**src/rtl/iob_double2ptfloat_pkg.sv**
```systemverilog
// Shared constants for the double -> pt-float ingress converter: IEEE-754 double
// layout, pt-float width helpers and the input classification type.
package iob_double2ptfloat_pkg;

  localparam int FP_DP_DATA_W = 64;
  localparam int FP_DP_EXP_W  = 11;
  localparam int FP_DP_MAN_W  = 52;
  localparam int FP_DP_BIAS   = 1023;
  localparam int FP_DP_SIG_W  = FP_DP_MAN_W + 1;
  localparam int FP_DP_WEXP_W = FP_DP_EXP_W + 2;

  // Widest exponent a pt-float word can carry for a given exponent-width field.
  function automatic int exp_max_w(input int ew_w);
    return (32'sd1 <<< ew_w) - 32'sd1;
  endfunction

  // Widest mantissa: everything but the exponent-width field.
  function automatic int man_max_w(input int data_w, input int ew_w);
    return data_w - ew_w;
  endfunction

  typedef enum logic [1:0] {
    CLS_NUM  = 2'd0,
    CLS_ZERO = 2'd1,
    CLS_INF  = 2'd2,
    CLS_NAN  = 2'd3
  } fp_cls_t;

endpackage

```
**src/rtl/iob_ptfloat_round.sv**
```systemverilog
// Combinational reduction of a 53-bit significand to a MAN_W-1 bit magnitude.
// Rounds to nearest-even when IOB_PTFLOAT_D2P_RND_EN is defined, otherwise truncates.
module iob_ptfloat_round
  import iob_double2ptfloat_pkg::*;
#(
  parameter int MAN_W = 28,
  parameter int EXP_W = FP_DP_WEXP_W
) (
  input  logic [FP_DP_SIG_W-1:0] sig,
  input  logic signed [EXP_W-1:0] exp_raw,
  output logic [MAN_W-2:0]        mag,
  output logic signed [EXP_W-1:0] exp_adj,
  output logic                    carry
);

  localparam int KEEP = MAN_W - 1;
  localparam int DROP = FP_DP_SIG_W - KEEP;
`ifdef IOB_PTFLOAT_D2P_RND_EN
  localparam logic RND_EN = 1'b1;
`else
  localparam logic RND_EN = 1'b0;
`endif

  logic [KEEP-1:0] kept_s;
  logic            guard_s;
  logic            sticky_s;
  logic            up_s;
  logic [KEEP:0]   sum_s;

  // Guard/sticky rounding; a carry out of the top renormalises 10.0 to 01.0.
  always_comb begin
    kept_s   = sig[FP_DP_SIG_W-1 -: KEEP];
    guard_s  = sig[DROP-1];
    sticky_s = |sig[DROP-2:0];
    up_s     = RND_EN & guard_s & (sticky_s | kept_s[0]);
    sum_s    = {1'b0, kept_s} + {{KEEP{1'b0}}, up_s};
    carry    = sum_s[KEEP];
    if (carry) begin
      mag = sum_s[KEEP:1];
    end else begin
      mag = sum_s[KEEP-1:0];
    end
    exp_adj = exp_raw + $signed({{(EXP_W-1){1'b0}}, carry});
  end

endmodule

```
**src/rtl/iob_double2ptfloat.sv**
```systemverilog
// IEEE double -> pt-float (exp, man) converter with iterative subnormal normalisation.
// Optional round-to-nearest-even via IOB_PTFLOAT_D2P_RND_EN (truncation otherwise).
module iob_double2ptfloat
  import iob_double2ptfloat_pkg::*;
#(
  parameter  int DATA_W    = 32,
  parameter  int EW_W      = 4,
  localparam int EXP_MAX_W = exp_max_w(EW_W),
  localparam int MAN_MAX_W = man_max_w(DATA_W, EW_W)
) (
  input  logic                    clk_i,
  input  logic                    arst_n_i,
  input  logic                    cke_i,
  input  logic                    start_i,
  output logic                    done_o,
  input  logic [FP_DP_DATA_W-1:0] fp_i,
  output logic [EXP_MAX_W-1:0]    exp_o,
  output logic [MAN_MAX_W-1:0]    man_o,
  output logic                    ovf_o,
  output logic                    unf_o,
  output logic                    nan_o
);

  typedef enum logic [1:0] {
    IDLE = 2'd0,
    NORM = 2'd1,
    RND  = 2'd2,
    PACK = 2'd3
  } state_t;

  localparam int EW = FP_DP_WEXP_W;
  localparam int MW = MAN_MAX_W - 1;
  localparam logic signed [EW-1:0] BIAS_E  = EW'(FP_DP_BIAS);
  localparam logic signed [EW-1:0] SUB_E   = -(EW'(FP_DP_BIAS - 1));
  localparam logic signed [EW-1:0] ONE_E   = {{(EW-1){1'b0}}, 1'b1};
  localparam logic [MW-1:0]        POW2    = {1'b1, {(MW-1){1'b0}}};
  localparam logic [MAN_MAX_W-1:0] MAN_POS = {1'b0, {(MAN_MAX_W-1){1'b1}}};
  localparam logic [MAN_MAX_W-1:0] MAN_NEG = {1'b1, {(MAN_MAX_W-1){1'b0}}};
  localparam logic [EXP_MAX_W-1:0] EXP_POS = {1'b0, {(EXP_MAX_W-1){1'b1}}};
  localparam int EXP_HI = (32'sd1 <<< (EXP_MAX_W - 1)) - 32'sd1;
  localparam int EXP_LO = -(32'sd1 <<< (EXP_MAX_W - 1));

  state_t                   state_r, state_nxt_s;
  logic [FP_DP_SIG_W-1:0]   sig_r;
  logic signed [EW-1:0]     e_r;
  logic                     s_r;
  fp_cls_t                  cls_r, cls_nxt_s;
  logic [MW-1:0]            rmag_r;
  logic signed [EW-1:0]     re_r;
  logic                     rcarry_r;
  logic [MW-1:0]            mag_s;
  logic signed [EW-1:0]     e_adj_s;
  logic                     carry_s;
  logic [FP_DP_EXP_W-1:0]   e_fld_s;
  logic [FP_DP_MAN_W-1:0]   f_fld_s;
  logic                     sub_s;
  logic [MAN_MAX_W-1:0]     man_sgn_s, man_nxt_s;
  logic signed [EW-1:0]     e_fin_s;
  int                       e_int_s;
  logic [EXP_MAX_W-1:0]     exp_nxt_s;
  logic                     ovf_nxt_s, unf_nxt_s, nan_nxt_s;
  logic                     done_r, ovf_r, unf_r, nan_r;
  logic [EXP_MAX_W-1:0]     exp_r;
  logic [MAN_MAX_W-1:0]     man_r;

  iob_ptfloat_round #(
    .MAN_W(MAN_MAX_W),
    .EXP_W(EW)
  ) u_round (
    .sig    (sig_r),
    .exp_raw(e_r),
    .mag    (mag_s),
    .exp_adj(e_adj_s),
    .carry  (carry_s)
  );

  // Field split and input classification.
  always_comb begin
    e_fld_s = fp_i[FP_DP_DATA_W-2 -: FP_DP_EXP_W];
    f_fld_s = fp_i[FP_DP_MAN_W-1:0];
    sub_s   = (e_fld_s == {FP_DP_EXP_W{1'b0}}) && (f_fld_s != {FP_DP_MAN_W{1'b0}});
    if (e_fld_s == {FP_DP_EXP_W{1'b1}}) begin
      cls_nxt_s = (f_fld_s == {FP_DP_MAN_W{1'b0}}) ? CLS_INF : CLS_NAN;
    end else if ((e_fld_s == {FP_DP_EXP_W{1'b0}}) && !sub_s) begin
      cls_nxt_s = CLS_ZERO;
    end else begin
      cls_nxt_s = CLS_NUM;
    end
  end

  // Next-state logic; NORM exits once the value being shifted in lands on bit 52.
  always_comb begin
    state_nxt_s = state_r;
    case (state_r)
      IDLE: begin
        if (start_i) begin
          state_nxt_s = sub_s ? NORM : RND;
        end else begin
          state_nxt_s = IDLE;
        end
      end
      NORM: begin
        if (sig_r[FP_DP_SIG_W-2]) begin
          state_nxt_s = RND;
        end else begin
          state_nxt_s = NORM;
        end
      end
      RND:     state_nxt_s = PACK;
      PACK:    state_nxt_s = IDLE;
      default: state_nxt_s = IDLE;
    endcase
  end

  // Sign application and exponent range check on the rounded magnitude.
  always_comb begin
    man_sgn_s = {1'b0, rmag_r};
    e_fin_s   = re_r;
    exp_nxt_s = {EXP_MAX_W{1'b0}};
    man_nxt_s = {MAN_MAX_W{1'b0}};
    ovf_nxt_s = 1'b0;
    unf_nxt_s = 1'b0;
    nan_nxt_s = 1'b0;
    if (s_r) begin
      // -1.0 would be 11.0; re-express as -2.0 * 2^(E-1) to keep MSB != MSB-1.
      if (rcarry_r || (rmag_r == POW2)) begin
        man_sgn_s = MAN_NEG;
        e_fin_s   = re_r - ONE_E;
      end else begin
        man_sgn_s = ~{1'b0, rmag_r} + {{(MAN_MAX_W-1){1'b0}}, 1'b1};
        e_fin_s   = re_r;
      end
    end else begin
      man_sgn_s = {1'b0, rmag_r};
      e_fin_s   = re_r;
    end
    e_int_s = int'(e_fin_s);
    case (cls_r)
      CLS_NUM: begin
        if (e_int_s > EXP_HI) begin
          ovf_nxt_s = 1'b1;
          exp_nxt_s = EXP_POS;
          man_nxt_s = s_r ? MAN_NEG : MAN_POS;
        end else if (e_int_s < EXP_LO) begin
          unf_nxt_s = 1'b1;
        end else begin
          exp_nxt_s = e_int_s[EXP_MAX_W-1:0];
          man_nxt_s = man_sgn_s;
        end
      end
      CLS_INF: begin
        ovf_nxt_s = 1'b1;
        exp_nxt_s = EXP_POS;
        man_nxt_s = s_r ? MAN_NEG : MAN_POS;
      end
      CLS_NAN: nan_nxt_s = 1'b1;
      default: nan_nxt_s = 1'b0;
    endcase
  end

  // State, datapath and output registers; everything freezes while cke_i is low.
  always_ff @(posedge clk_i or negedge arst_n_i) begin
    if (!arst_n_i) begin
      state_r  <= IDLE;
      sig_r    <= {FP_DP_SIG_W{1'b0}};
      e_r      <= {EW{1'b0}};
      s_r      <= 1'b0;
      cls_r    <= CLS_ZERO;
      rmag_r   <= {MW{1'b0}};
      re_r     <= {EW{1'b0}};
      rcarry_r <= 1'b0;
      done_r   <= 1'b0;
      exp_r    <= {EXP_MAX_W{1'b0}};
      man_r    <= {MAN_MAX_W{1'b0}};
      ovf_r    <= 1'b0;
      unf_r    <= 1'b0;
      nan_r    <= 1'b0;
    end else if (cke_i) begin
      state_r <= state_nxt_s;
      done_r  <= (state_r == PACK);
      case (state_r)
        IDLE: begin
          if (start_i) begin
            s_r   <= fp_i[FP_DP_DATA_W-1];
            cls_r <= cls_nxt_s;
            if (e_fld_s == {FP_DP_EXP_W{1'b0}}) begin
              sig_r <= {1'b0, f_fld_s};
              e_r   <= SUB_E;
            end else begin
              sig_r <= {1'b1, f_fld_s};
              e_r   <= $signed({2'b00, e_fld_s}) - BIAS_E;
            end
          end
        end
        NORM: begin
          sig_r <= {sig_r[FP_DP_SIG_W-2:0], 1'b0};
          e_r   <= e_r - ONE_E;
        end
        RND: begin
          rmag_r   <= mag_s;
          re_r     <= e_adj_s;
          rcarry_r <= carry_s;
        end
        PACK: begin
          exp_r <= exp_nxt_s;
          man_r <= man_nxt_s;
          ovf_r <= ovf_nxt_s;
          unf_r <= unf_nxt_s;
          nan_r <= nan_nxt_s;
        end
        default: done_r <= 1'b0;
      endcase
    end
  end

  assign done_o = done_r;
  assign exp_o  = exp_r;
  assign man_o  = man_r;
  assign ovf_o  = ovf_r;
  assign unf_o  = unf_r;
  assign nan_o  = nan_r;

endmodule

```
**config.mk**
```make
export PLATFORM = sky130hd
export DESIGN_NAME = iob_double2ptfloat
export DESIGN_NICKNAME = d
export VERILOG_FILES = /design/src/rtl/iob_double2ptfloat_pkg.sv /design/src/rtl/iob_ptfloat_round.sv /design/src/rtl/iob_double2ptfloat.sv
export SDC_FILE = /design/constraint.sdc
export NUM_CORES = 1
export LEC_CHECK = 0
export ABC_AREA = 1
export BUFFER_PORTS_ARGS = -buffer_cell sky130_fd_sc_hd__buf_4
export CORE_MARGIN = 2
export CORE_UTILIZATION = 30
export DETAILED_ROUTE_END_ITERATION = 10
export GPL_TIMING_DRIVEN = 0
export PLACE_DENSITY = 0.53
export SYNTH_ARGS = -nofsm -noshare
export SYNTH_HDL_FRONTEND = slang
export SYNTH_SLANG_ARGS = --single-unit
```
**constraint.sdc**
```tcl
create_clock -name clk_i -period 5 [get_ports clk_i]
set_input_delay 0.75 -clock clk_i [delete_from_list [all_inputs] [get_ports clk_i]]
set_output_delay 0.75 -clock clk_i [all_outputs]
set_load 0.02 [all_outputs]
```
==> flow_summary.ini <==
[final_layout]
fin_cells = 1651
drive_above_1_share_pct = 16.89
final_nets = 1333
final_area_um2 = 10510
antenna_cells = 0
fin_util_pct = 37.72
area_growth_pct = 23.35
fillers = 2934

[placement]
place_ws_ps = 2625
placed_cell_area_um2 = 9876
place.gp.congestion = 0.8489
portBuffers = 113
dp.cells = 1619
hpwl_um = 18440

[setup_path]
endpoint_kind = register
arrival_ps = 2390
cp_max_fo = 7
crit_type = register to register
crit_required_ps = 5310
cp-start-kind = register

[clock_network]
clock_path_buffers = 2
root_buffer = clkbuf_16
cts_resized = 0
postCtsSetupRepairBufs = 0
cts_tree = yes
clk_latency_ps = 430
clk_pin_slew_worst_paths_ps = 70
cts_htree_levels = 4
cts_buffers = 17
cts_hold_buf = 0
cts_sinks = 156

[route]
routedWlPerCell_um = 14.61
detail_route.drc_violations = 0
antenna_left = 0
drt-total-wl_um = 24120
drt_iter0_drc = 458
dr.pass1.iters = 5
vias = 7661
viasPerCell = 4.640

[die]
core_um2 = 27860
num_rows = 61
start_util_pct = 30.58
die_w_um = 172.5
die_area_um2 = 29760
io_pins = 115
die_y_um = 172.5

[run_status]
status = complete, no violations

[global_routing]
antenna_found_initial = 0
grt_use_total_pct = 16.25
grt_max_degree = 90
gr-total-overflow = 0
grt_first_pass_wirelength_um = 39160
grt_pass1_vias = 7347

[logic_synthesis]
synth_area_um2 = 8519
synth_commonest_cells = 283 x nand2_1, 155 x dfrtp_1, 120 x a21oi_1, 120 x nor2_1, 106 x inv_1
synth_top_cells_by_area = dfrtp_1 46%, nand2_1 12%, a21oi_1 7.0%
ys_seq_elements = 156
yosys.area.top_type = dfrtp_1
synth_area_per_cell_um2 = 7.559
syn_inst = 1127
synth.most_common_cell = nand2_1
postSynth.asyncResetShare_pct = 100.0
yosysUniqueCellTypes = 40
synth_fp_nets = 1200
yosys.area.top_type_share_pct = 45.53
ys_warn_count = 0
synth_flop_cell = dfrtp_1
synth_edf_count = 0
seq_area_frac_synth_pct = 45.84

[flow_run]
drv_cap = 0

[timing]
fin_crit_sh_pct = 41.61
holdWs_ps = 263.0
fmax_mhz = 480.7
worst_slew_pin_slew_ps = 568.1
setup_viol = 0
timing.final.ws_setup_ps = 2920
finalSetupTns_ps = 0
slew_headroom_pct = 62.12
hold_violations = 0
min_period_ps = 2081
drv_slew = 0
rsz0062_at_grt = false
clock-skew-final_ps = 11.62

[pwr]
p_per_area_nw_per_um2 = 636.2
p_leak_nw = 5.127
vdd_ir_drop_max_uv = 195.9
total_power_mw = 6.686

[min_path]
hold_class = input pin to asynchronous set/reset pin
-- cell usage in the layout (no fill, tap or decap), types with 2 or more instances in the layout --
cell type	instances
inv_1	106
dfrtp_1	155
nor2_4	6
nand3_1	71
nand3b_1	7
buf_6	2
clkbuf_16	17
a21boi_0	6
clkinv_2	2
a21oi_1	120
nor2_1	120
nor3_1	7
buf_2	18
nand4_1	14
a21boi_1	3
inv_2	6
or2_2	18
ha_1	5
a31oi_1	4
nand2_1	283
bufinv_16	4
o21ai_0	64
buf_4	119
o211ai_1	2
xor2_1	15
nor4_1	3
a22oi_1	26
inv_6	2
a2bb2oi_1	10
clkinv_4	4
xnor2_1	4
clkbuf_1	21
nor2_2	6
o21ai_1	4
buf_1	5
-- flip-flops by register name, summed over array words and instances (netlist names) --
name	count
s_r	1
re_r	13
rmag_r	27
exp_o	14
man_o	28
cls_r	2
state_r	2
sig_r	53
ovf_o	1
nan_o	1
e_r	13
done_o	1
-- logic make-up after synthesis --
| group | share of synthesized area, % |
|---|---|
| AND/OR/NAND/NOR | 27.51 |
| AO/OA/AOI/OAI | 15.89 |
| buffers and inverters | 8.033 |
| flip-flops | 45.84 |
| XOR/XNOR | 1.953 |
| adder cells (fa/ha/maj) | 0.7343 |
| other | 0.04402 |
-- final cells by class --
cell class | count | area (µm²) | share of cell area (%)
inverters | 112 | 420.4 | 4.000
well taps | 378 | 473.0 | 4.501
plain buffers | 53 | 264.0 | 2.512
flip-flops and latches | 156 | 3905 | 37.16
clock inverters | 13 | 190.2 | 1.810
clock buffers | 19 | 442.9 | 4.215
repair buffers | 114 | 883.3 | 8.406
multi-input cells | 806 | 3930 | 37.40
-- metal layers --
| layer | GRT usage (%) | wire length [µm] |
|---|---|---|
| met3 | 3.448 | 1215 |
| met4 | 3.846 | 265 |
| met1 | 23.62 | 12320 |
| met5 | 0 | 0 |
| met2 | 24.62 | 10310 |
-- report_power, final --
group	leakage, nW	internal (mW)	switching [mW]
Clock	0.308	0.854	0.546
Combinational	3.01	1.12	1.84
Sequential	1.81	1.86	0.464
-- worst max-delay path, stage by stage, from the launching register on --
cell and delay (ps):
dfrtp_1 410, inv_1 90, ha_1 200, nand2_1 140, nor2_4 260, nand4_2 270
inv_1 260, nand2_1 70, nand2_1 60, nand2_1 40, nand3_1 110, nand2_1 60
-- worst paths after layout --
| kind | from | endpoint | slack, ps | cells past startpoint |
|---|---|---|---|---|
| worst max-delay path | rmag_r[0] | exp_o[11] | 2920 | 11 |
| worst min-delay path | arst_n_i | sig_r[21] | 260 | 1 |
| worst max register to register | rmag_r[0] | exp_o[11] | 2920 | 11 |
| worst min register to register | sig_r[0] | sig_r[0] | 480 | 2 |
| max in group asynchronous | arst_n_i | exp_o[11] | 3900 | 2 |
| min in group clk_i | sig_r[0] | sig_r[0] | 480 | 2 |
(Power assumes the default switching activity.)
